## config.mk

```make
export PLATFORM = sky130hd
export DESIGN_NAME = hwpe_cfg_master
export DESIGN_NICKNAME = d
export VERILOG_FILES = /design/src/rtl/hwpe_cfg_master.sv
export SDC_FILE = /design/constraint.sdc
export NUM_CORES = 1
export LEC_CHECK = 0
export ABC_CLOCK_PERIOD_IN_PS = 5800
export BUFFER_PORTS_ARGS = -buffer_cell sky130_fd_sc_hd__buf_2
export CAP_MARGIN = 20
export CORE_MARGIN = 1.5
export CORE_UTILIZATION = 38
export CTS_CLUSTER_SIZE = 10
export DETAILED_ROUTE_END_ITERATION = 8
export PLACE_DENSITY_LB_ADDON = 0.3
export SKIP_LAST_GASP = 1
export SYNTH_ARGS = -nofsm -noshare
export SYNTH_HDL_FRONTEND = slang
export SYNTH_SLANG_ARGS = --single-unit
```

## constraint.sdc

```tcl
create_clock -name clk_i -period 5.8 [get_ports clk_i]
set_clock_uncertainty 0.2 [all_clocks]
set_input_delay 1.16 -clock clk_i [delete_from_list [all_inputs] [get_ports clk_i]]
set_output_delay 1.16 -clock clk_i [all_outputs]
set_load 0.1 [all_outputs]
```

## src/rtl/hwpe_cfg_master.sv

```systemverilog
// Config-port initiator for an HWPE accelerator: acquires a context, writes the job registers,
// triggers the job and waits for its completion event (or times out and soft-clears).
module hwpe_cfg_master #(
    parameter int unsigned N_JOB_REGS = 8,
    parameter int unsigned ID_WIDTH   = 10,
    parameter int unsigned MASTER_ID  = 0,
    parameter logic [31:0] BASE_ADDR  = 32'h0000_0000,
    parameter int unsigned RETRY_WAIT = 16,
    parameter int unsigned TIMEOUT    = 65536
) (
    input  logic                     clk_i,
    input  logic                     rst_ni,
    input  logic                     job_valid_i,
    output logic                     job_ready_o,
    input  logic [N_JOB_REGS*32-1:0] job_regs_i,
    output logic                     done_o,
    output logic                     err_o,
    output logic [7:0]               job_id_o,
    output logic                     req_o,
    input  logic                     gnt_i,
    output logic [31:0]              add_o,
    output logic                     wen_o,
    output logic [3:0]               be_o,
    output logic [31:0]              data_o,
    output logic [ID_WIDTH-1:0]      id_o,
    input  logic [31:0]              r_data_i,
    input  logic                     r_valid_i,
    input  logic                     evt_i
);

    localparam int unsigned    IdxW        = (N_JOB_REGS > 1) ? $clog2(N_JOB_REGS) : 1;
    localparam logic [IdxW-1:0] LastIdx    = IdxW'(N_JOB_REGS - 1);
    localparam logic [31:0]    RetryLast   = 32'(RETRY_WAIT - 1);
    localparam logic [31:0]    TimeoutLast = 32'(TIMEOUT - 1);
    localparam logic [31:0]    OffTrig     = 32'h00;
    localparam logic [31:0]    OffAcq      = 32'h04;
    localparam logic [31:0]    OffClr      = 32'h14;
    localparam logic [31:0]    OffJob      = 32'h40;

    typedef enum logic [3:0] {
        StIdle,
        StAcqReq,
        StAcqRsp,
        StBackoff,
        StWrReq,
        StWrRsp,
        StTrigReq,
        StTrigRsp,
        StWaitEvt,
        StClrReq,
        StClrRsp,
        StDone
    } state_e;

    state_e                   state_q, state_d;
    logic [N_JOB_REGS*32-1:0] regs_q, regs_d;
    logic [IdxW-1:0]          idx_q, idx_d;
    logic [31:0]              cnt_q, cnt_d;
    logic [7:0]               job_id_q, job_id_d;
    logic                     err_q, err_d;

    // Only the busy flag and the context id of the acquire response are meaningful.
    logic unused_rdata;
    assign unused_rdata = ^r_data_i[30:8];

    assign be_o     = 4'hF;
    assign id_o     = ID_WIDTH'(MASTER_ID);
    assign job_id_o = job_id_q;

    always_comb begin
        state_d     = state_q;
        regs_d      = regs_q;
        idx_d       = idx_q;
        cnt_d       = cnt_q;
        job_id_d    = job_id_q;
        err_d       = err_q;
        req_o       = 1'b0;
        wen_o       = 1'b1;
        add_o       = '0;
        data_o      = '0;
        done_o      = 1'b0;
        err_o       = 1'b0;
        job_ready_o = 1'b0;

        unique case (state_q)
            StIdle: begin
                job_ready_o = 1'b1;
                if (job_valid_i) begin
                    regs_d  = job_regs_i;
                    state_d = StAcqReq;
                end
            end
            StAcqReq: begin
                req_o = 1'b1;
                add_o = BASE_ADDR + OffAcq;
                if (gnt_i) state_d = StAcqRsp;
            end
            StAcqRsp: begin
                if (r_valid_i) begin
                    if (r_data_i[31]) begin
                        cnt_d   = '0;
                        state_d = StBackoff;
                    end else begin
                        job_id_d = r_data_i[7:0];
                        idx_d    = '0;
                        state_d  = StWrReq;
                    end
                end
            end
            StBackoff: begin
                if (cnt_q == RetryLast) state_d = StAcqReq;
                else                    cnt_d   = cnt_q + 32'd1;
            end
            StWrReq: begin
                req_o  = 1'b1;
                wen_o  = 1'b0;
                add_o  = BASE_ADDR + OffJob + (32'(idx_q) << 2);
                data_o = regs_q[32*idx_q +: 32];
                if (gnt_i) state_d = StWrRsp;
            end
            StWrRsp: begin
                if (r_valid_i) begin
                    if (idx_q == LastIdx) begin
                        state_d = StTrigReq;
                    end else begin
                        idx_d   = idx_q + 1'b1;
                        state_d = StWrReq;
                    end
                end
            end
            StTrigReq: begin
                req_o = 1'b1;
                wen_o = 1'b0;
                add_o = BASE_ADDR + OffTrig;
                if (gnt_i) state_d = StTrigRsp;
            end
            StTrigRsp: begin
                if (r_valid_i) begin
                    cnt_d   = '0;
                    state_d = StWaitEvt;
                end
            end
            StWaitEvt: begin
                // The event takes priority over a timeout expiring in the same cycle.
                if (evt_i) begin
                    err_d   = 1'b0;
                    state_d = StDone;
                end else if (TIMEOUT != 0 && cnt_q == TimeoutLast) begin
                    state_d = StClrReq;
                end else if (cnt_q != 32'hFFFF_FFFF) begin
                    cnt_d = cnt_q + 32'd1;
                end
            end
            StClrReq: begin
                req_o = 1'b1;
                wen_o = 1'b0;
                add_o = BASE_ADDR + OffClr;
                if (gnt_i) state_d = StClrRsp;
            end
            StClrRsp: begin
                if (r_valid_i) begin
                    err_d   = 1'b1;
                    state_d = StDone;
                end
            end
            StDone: begin
                done_o  = 1'b1;
                err_o   = err_q;
                state_d = StIdle;
            end
            default: state_d = StIdle;
        endcase
    end

    always_ff @(posedge clk_i or negedge rst_ni) begin
        if (!rst_ni) begin
            state_q  <= StIdle;
            regs_q   <= '0;
            idx_q    <= '0;
            cnt_q    <= '0;
            job_id_q <= '0;
            err_q    <= 1'b0;
        end else begin
            state_q  <= state_d;
            regs_q   <= regs_d;
            idx_q    <= idx_d;
            cnt_q    <= cnt_d;
            job_id_q <= job_id_d;
            err_q    <= err_d;
        end
    end

endmodule

```

==> impl_metrics.tcl, run 1 <==
set metrics [dict create \
    clkSlewWorstSetupHoldPaths_ns 0.05 \
    area_growth_pct 20.8 \
    drive_gt1_share_pct 52.5 \
    clockRootBuffer "clkbuf_16" \
    fp.dieW_um 200 \
    endpoint_kind "output pin" \
    hp-start "cnt_q[0]" \
    pwr-share-comb_pct 40.0 \
    wirelength_mm 37.1 \
    slew_viol_final 0 \
    grt_pass1_wl_mm 58.2 \
    start_kind "flip-flop" \
    synth_area_leader_cell "dfrtp_1" \
    power.density_nw_per_um2 555 \
    cp-startpoint "idx_q[0]" \
    overflow 0 \
    gp_congestion 0.821 \
    status "complete, no violations" \
    pwr-share-clk_pct 22.4 \
    post_cts_buffers 0 \
    filler_cell_count 3604 \
    fin_util_pct 46.3 \
    p_int_uw 6300 \
    dr_wl_met3_mm 2.71 \
    cts_tree "done" \
    yosys_register_bits 304 \
    synth_area_um2 14800 \
    path_max_fanout 24 \
    period_share_pct 76.7 \
    dieArea_um2 40100 \
    slowest_delay_ns 0.81 \
    cts-resized-gates 0 \
    synth_top_area_share_pct 51.5 \
    rsz0062_at_grt "false" \
    dp_hpwl_mm 25.2 \
    hold_ws_ns 0.298 \
    yosys_warnings 0 \
    r2r-end "cnt_q[1]" \
    start_util_pct 38.3 \
    placed_area_um2 16700 \
    wl_per_cell_um 19.4 \
    postSynthCellCount 1081 \
    vias 9879 \
    cts_buffer_depth 3 \
    period_minus_slack_ns 4.45 \
    die_y_um 200 \
    worstPathArrival_ns 3.09 \
    met1_length_mm 15.3 \
    worstHoldEndpoint "cnt_q[0]" \
    synthFlopType "dfrtp_1" \
    synth_edf_count 0 \
    crit_chain "buf_12 -> mux4_2 -> mux2i_1 -> nor2_1 -> buf_2" \
    seqPwrFrac_pct 37.6 \
    portBuffers 319 \
    yosysSeqAreaShare_pct 51.5 \
    fin_area_um2 17900 \
    irDropWorstVdd_mv 0.289 \
    ctsHoldBuffers 0 \
    grt_util_all_layers_pct 18.6 \
    grt_max_degree 128 \
    worst_pin_slew_ns 1.02 \
    antenna_found_initial 18 \
    r2r_setup_slack_ns 2.60 \
    power_switching_share_pct 36.4 \
    ys_types 54 \
    hp-class "flip-flop to flip-flop" \
    yosys-top-cells-area "dfrtp_1 51%, mux2_2 20%, mux4_2 9.8%" \
    setup_viol 0 \
    p_leak_uw 0.00792 \
    cts_made_buffers 38 \
    rows 72 \
    slowest_stage "dfrtp_4" \
    timing.fmax_mhz 225 \
    reg2reg_depth 7 \
    critical_path_class "flip-flop to output pin" \
    avgSynthCellArea_um2 13.7 \
    nNetsFinal 1668 \
    drtPass1Iterations 5 \
    setup-tns-final_ns 0 \
    core-area_um2 38600 \
    ios 385 \
    final_hold_viol_count 0 \
    clock_sinks 304 \
    required_ns 4.44 \
    dr_wl_met2_mm 18.0 \
    relSlewSlack_pct 31.9 \
    cap_violations 0 \
    switching_power_uw 3610 \
    topRoutingLayerUsed "met5" \
    first_global_vias 10260 \
    first_iter_violations 446 \
    h-tree-depth 2 \
    synthArstFlopShare_pct 100 \
    ant_nets 0 \
    clk_latency_ns 0.54 \
    ys_top_cells_by_count "304 x dfrtp_1, 266 x mux2_2, 64 x mux4_2" \
    vias_per_cell 5.16 \
    synth.most_common_cell "dfrtp_1" \
    r2r_start "cnt_q[0]" \
    hold_depth 1 \
    drc 0 \
]
## kinds of logic (layout without fill, tap and decap cells)
| kind of cell | count (synthesis) | count (layout) | share of synthesized area (%) |
|---|---|---|---|
| mux | 363 | 363 | 32.2 |
| flops | 304 | 304 | 51.5 |
| simple gates | 171 | 171 | 5.81 |
| buf+inv | 131 | 396 | 4.96 |
| compound gates | 107 | 107 | 5.21 |
| fa+ha+maj | 3 | 3 | 0.254 |
| other cells | 2 | 52 | 0.0508 |
## flip-flops by register name (all words and copies together), names as in the netlist
signal	cells
err_q	1
idx_q	3
state_q	4
job_id_o	8
regs_q	256
cnt_q	32
## cells in the final DEF (no fill, tap or decap), types with 3 or more instances in the layout
master     Yosys  final
and3_1        10     10
inv_1          9      9
o21ai_1       10     10
nand4_1        6      6
a21oi_1       10     10
ha_1           3      3
a21o_1         3      3
buf_12         0      5
dfrtp_1      304    301
a22oi_1        3      3
nor2_1        61     61
nor4_1        10      9
o41ai_1        6      6
buf_4         43      7
diode_2        0     10
a31oi_1        8      8
clkbuf_16      0     39
o21ai_0        3      3
o211ai_1       3      3
buf_2         28    318
mux4_2        64     64
nand2_1       26     24
clkbuf_1      37      7
o31ai_1       45     45
nor3_1        11     11
conb_1         2     42
mux2_2       266    266
and2_1         3      3
nand2b_1       7      7
nand3_1       18     18
nor2b_1        5      5
mux2i_1       33     33
clkbuf_8       0      3
o22ai_1        3      3
## power by group through the flow
stage | combinational (uW) | sequential (uW) | clock [uW]
floorplan | 3250 | 3630 | 0
global placement | 3930 | 3700 | 0
detailed placement | 3990 | 3750 | 0
CTS | 4000 | 3720 | 2300
global route | 4250 | 3850 | 2380
finish | 3970 | 3720 | 2220
## critical path, delay by kind of cell, from the launching register on
kind / cells / cell delay, ns
mux: 2 / 0.99
buf+inv: 2 / 0.63
simple gates: 1 / 0.09
flops: 1 / 0.81
## metrics by stage
stage	power, uW	std cells	setup WS [ns]
2_1_floorplan	6880	1121	0.642
3_3_place_gp	7630	1848	1.88
3_5_place_dp	7740	1848	1.86
4_1_cts	10000	1903	1.29
5_1_grt	10500	1910	1.13
6_report	9910	1914	1.35
## final cells by class
type | count | area [um^2] | area share (%)
clock buffer | 49 | 1040 | 5.84
sequential | 304 | 7620 | 42.6
inverter | 9 | 33.8 | 0.189
timing repair buffer | 332 | 1790 | 10.0
antenna | 10 | 25.0 | 0.140
multi-input combinational | 686 | 6610 | 37.0
clock inverter | 6 | 98.8 | 0.553
tap | 518 | 648 | 3.63
## per-layer routing
| layer | up-vias | GRT usage [%] |
|---|---|---|
| li1 | 4498 | - |
| met1 | 4954 | 23.2 |
| met2 | 333 | 30.2 |
| met3 | 76 | 5.94 |
| met4 | 18 | 7.31 |
| met5 | - | 0 |
## worst max-delay path by stage
stage	end	slack (ns)	depth (start not counted)
after floorplan	regs_q[141]	0.64	6
after global routing	data_o[1]	1.13	6
after detailed placement	data_o[1]	1.86	6
after global placement	data_o[23]	1.88	5
after CTS	data_o[23]	1.29	5
final	data_o[23]	1.35	5
Power figures use the tool's default switching activity.
==> run 2: changes to the inputs <==
--- a/config.mk
+++ b/config.mk
@@ -5,7 +5,8 @@
 export SDC_FILE = /design/constraint.sdc
 export NUM_CORES = 1
 export LEC_CHECK = 0
-export ABC_CLOCK_PERIOD_IN_PS = 5800
+export ABC_AREA = 1
+export ABC_CLOCK_PERIOD_IN_PS = 3800
 export BUFFER_PORTS_ARGS = -buffer_cell sky130_fd_sc_hd__buf_2
 export CAP_MARGIN = 20
 export CORE_MARGIN = 1.5
==> constraint.sdc (replaced) <==
create_clock -name clk_i -period 3.8 [get_ports clk_i]
set_clock_uncertainty 0.2 [all_clocks]
set_input_delay 0.76 -clock clk_i [delete_from_list [all_inputs] [get_ports clk_i]]
set_output_delay 0.76 -clock clk_i [all_outputs]
set_load 0.1 [all_outputs]
==> impl_metrics.tcl, run 2 <==
set metrics [dict create \
    status "complete, but fails checks" \
    failed_checks "negative hold slack" \
    synthAdderAreaFrac_pct 0.240 \
    synth_area_um2 15600 \
    timing.fmax_mhz 274 \
    ios 385 \
    wl_per_cell_um 19.0 \
    p_leak_uw 0.00875 \
    clkSlewWorstSetupHoldPaths_ns 0.05 \
    grt_util_all_layers_pct 22.1 \
    clk_latency_ns 0.55 \
    cts_made_buffers 38 \
    period_share_pct 95.9 \
    gp_congestion 0.911 \
    irDropWorstVdd_mv 0.480 \
    drtPass1Iterations 5 \
    fin_area_um2 18900 \
    yosys_register_bits 304 \
    worstPathArrival_ns 2.68 \
    final_cell_mix "302 x dfrtp_1, 298 x buf_2, 288 x nand2_1" \
    synth_top_area_share_pct 48.7 \
    endpoint_kind "output pin" \
    synth_area_leader_cell "dfrtp_1" \
    dr_wl_met3_mm 3.23 \
    synthArstFlopShare_pct 100 \
    area_growth_pct 21.0 \
    muxShareOfSynthArea_pct 19.0 \
    period_minus_slack_ns 3.64 \
    drc 0 \
    die_y_um 206 \
    synth_edf_count 0 \
    ctsHoldBuffers 0 \
    synthFlopType "dfrtp_1" \
    yosys-top-cells-area "dfrtp_1 49%, mux2_2 17%, nand2_1 6.9%" \
    path_max_fanout 20 \
    nNetsFinal 2211 \
    regMostFlops "regs_q" \
    overflow 0 \
    hp-class "input port to asynchronous set/reset pin" \
    core-area_um2 40700 \
    setup_viol 0 \
    cts_buffer_depth 3 \
    dieArea_um2 42300 \
    portBuffers 319 \
    cap_violations 0 \
    synth.most_common_cell "dfrtp_1" \
    vias 12498 \
    start_util_pct 38.3 \
    rows 74 \
    postSynthCellCount 1624 \
    dp.cells 2406 \
    final_cells 2477 \
    power.density_nw_per_um2 874 \
    power_uw 16500 \
    place_worst_setup_slack_ns 0.520 \
    dp_hpwl_mm 33.1 \
    largest_reg_flops 256 \
    relSlewSlack_pct 47.6 \
    cts_tree "done" \
    synth_top_family_by_area "multiplexers" \
    synth-xor-area-share_pct 0.785 \
    avgSynthCellArea_um2 9.62 \
    clockRootBuffer "clkbuf_16" \
    worst_slack_ns 0.156 \
    start_kind "flip-flop" \
    grt_pass1_wl_mm 71.1 \
    critical_path_class "flip-flop to output pin" \
    h-tree-depth 2 \
    slew_viol_final 0 \
    ys_types 34 \
    synth_compound_area_share_pct 8.27 \
    ant_nets 0 \
    dr_wl_met2_mm 23.2 \
    final_common_cell "dfrtp_1" \
    first_global_vias 12426 \
    hold_ws_ns -0.00225 \
    drive_gt1_share_pct 36.5 \
    required_ns 2.84 \
    met1_length_mm 19.0 \
    vias_per_cell 5.05 \
    yosysSeqAreaShare_pct 48.7 \
    fp.dieW_um 206 \
    rsz0062_at_grt "false" \
    synthSimpleGateAreaFrac_pct 16.1 \
    grt_max_degree 84 \
    yosys_warnings 0 \
    ys_top_cells_by_count "304 x dfrtp_1, 289 x nand2_1, 241 x nor2_1" \
    first_iter_violations 746 \
    worst_pin_slew_ns 0.784 \
    placed_area_um2 17700 \
    wirelength_mm 46.9 \
    topRoutingLayerUsed "met5" \
    clock_sinks 304 \
    final_hold_viol_count 1 \
    antenna_found_initial 29 \
]
[run 2: final timing paths]
| kind | end | cells after the start | slack (ns) | start |
|---|---|---|---|---|
| setup / recovery | data_o[16] | 7 | 0.16 | idx_q[1] |
| hold / removal | state_q[3] | 1 | -0.002 | rst_ni |
| setup reg to reg | cnt_q[11] | 11 | 1.46 | state_q[3] |
| hold reg to reg | regs_q[178] | 1 | 0.28 | regs_q[178] |
| max in group asynchronous | regs_q[76] | 2 | 2.48 | rst_ni |
| min in group clk_i | regs_q[178] | 2 | 0.21 | job_regs_i[178] |
[run 2: metal layers]
layer / GRT usage (%) / up-vias
li1: - / 5948
met4: 8.34 / 22
met3: 6.41 / 88
met2: 36.7 / 349
met5: 0 / -
met1: 27.2 / 6091
[run 2: critical path, cell delays in order, from the launching register on]
cell and delay (ns):
dfrtp_2 0.43, clkinv_2 0.28, buf_4 0.34, o21ai_0 0.15
o22ai_1 0.13, nand2_1 0.17, a21oi_2 0.18, buf_2 0.44
[run 2: logic make-up after synthesis]
group	after synthesis
simple gates	611
xor+xnor	14
mux	264
buf+inv	185
other cells	2
flops	304
fa+ha+maj	3
compound gates	241
[run 2: where the power goes]
part	switching [uW]	leakage [uW]	total [uW]	internal, uW
logic	4790	0.00453	7560	2770
clock network	1400	0.000559	3440	2040
registers	766	0.00366	5520	4760
total	6950	0.00875	16500	9570
[run 2: area by class of cell]
class	count	area (um^2)
Timing Repair Buffer	341	1980
Multi-Input combinational cell	1175	7240
Fill cell	3992	21800
Tap cell	532	666
Antenna cell	17	42.5
Clock inverter	6	103
Inverter	54	209
Sequential cell	304	7610
Clock buffer	48	1040
[run 2: what timing repair did]
item | CTS | global route
setup endpoints to repair | 8 | 20
hold endpoints to repair | 0 | 0
pin swaps | 0 | 0
buffers inserted | 0 | 0
gates resized for setup | 8 | 13
[run 2: metrics by stage]
stage                     util, %  hold WS (ns)  setup TNS, ns
after CTS                    46.2       0.00869              0
after global routing         46.3        0.0409              0
after floorplan                 -         0.259         -0.883
after detailed placement     43.3         0.276              0
final                        46.4      -0.00225              0
after global placement       43.3         0.270              0
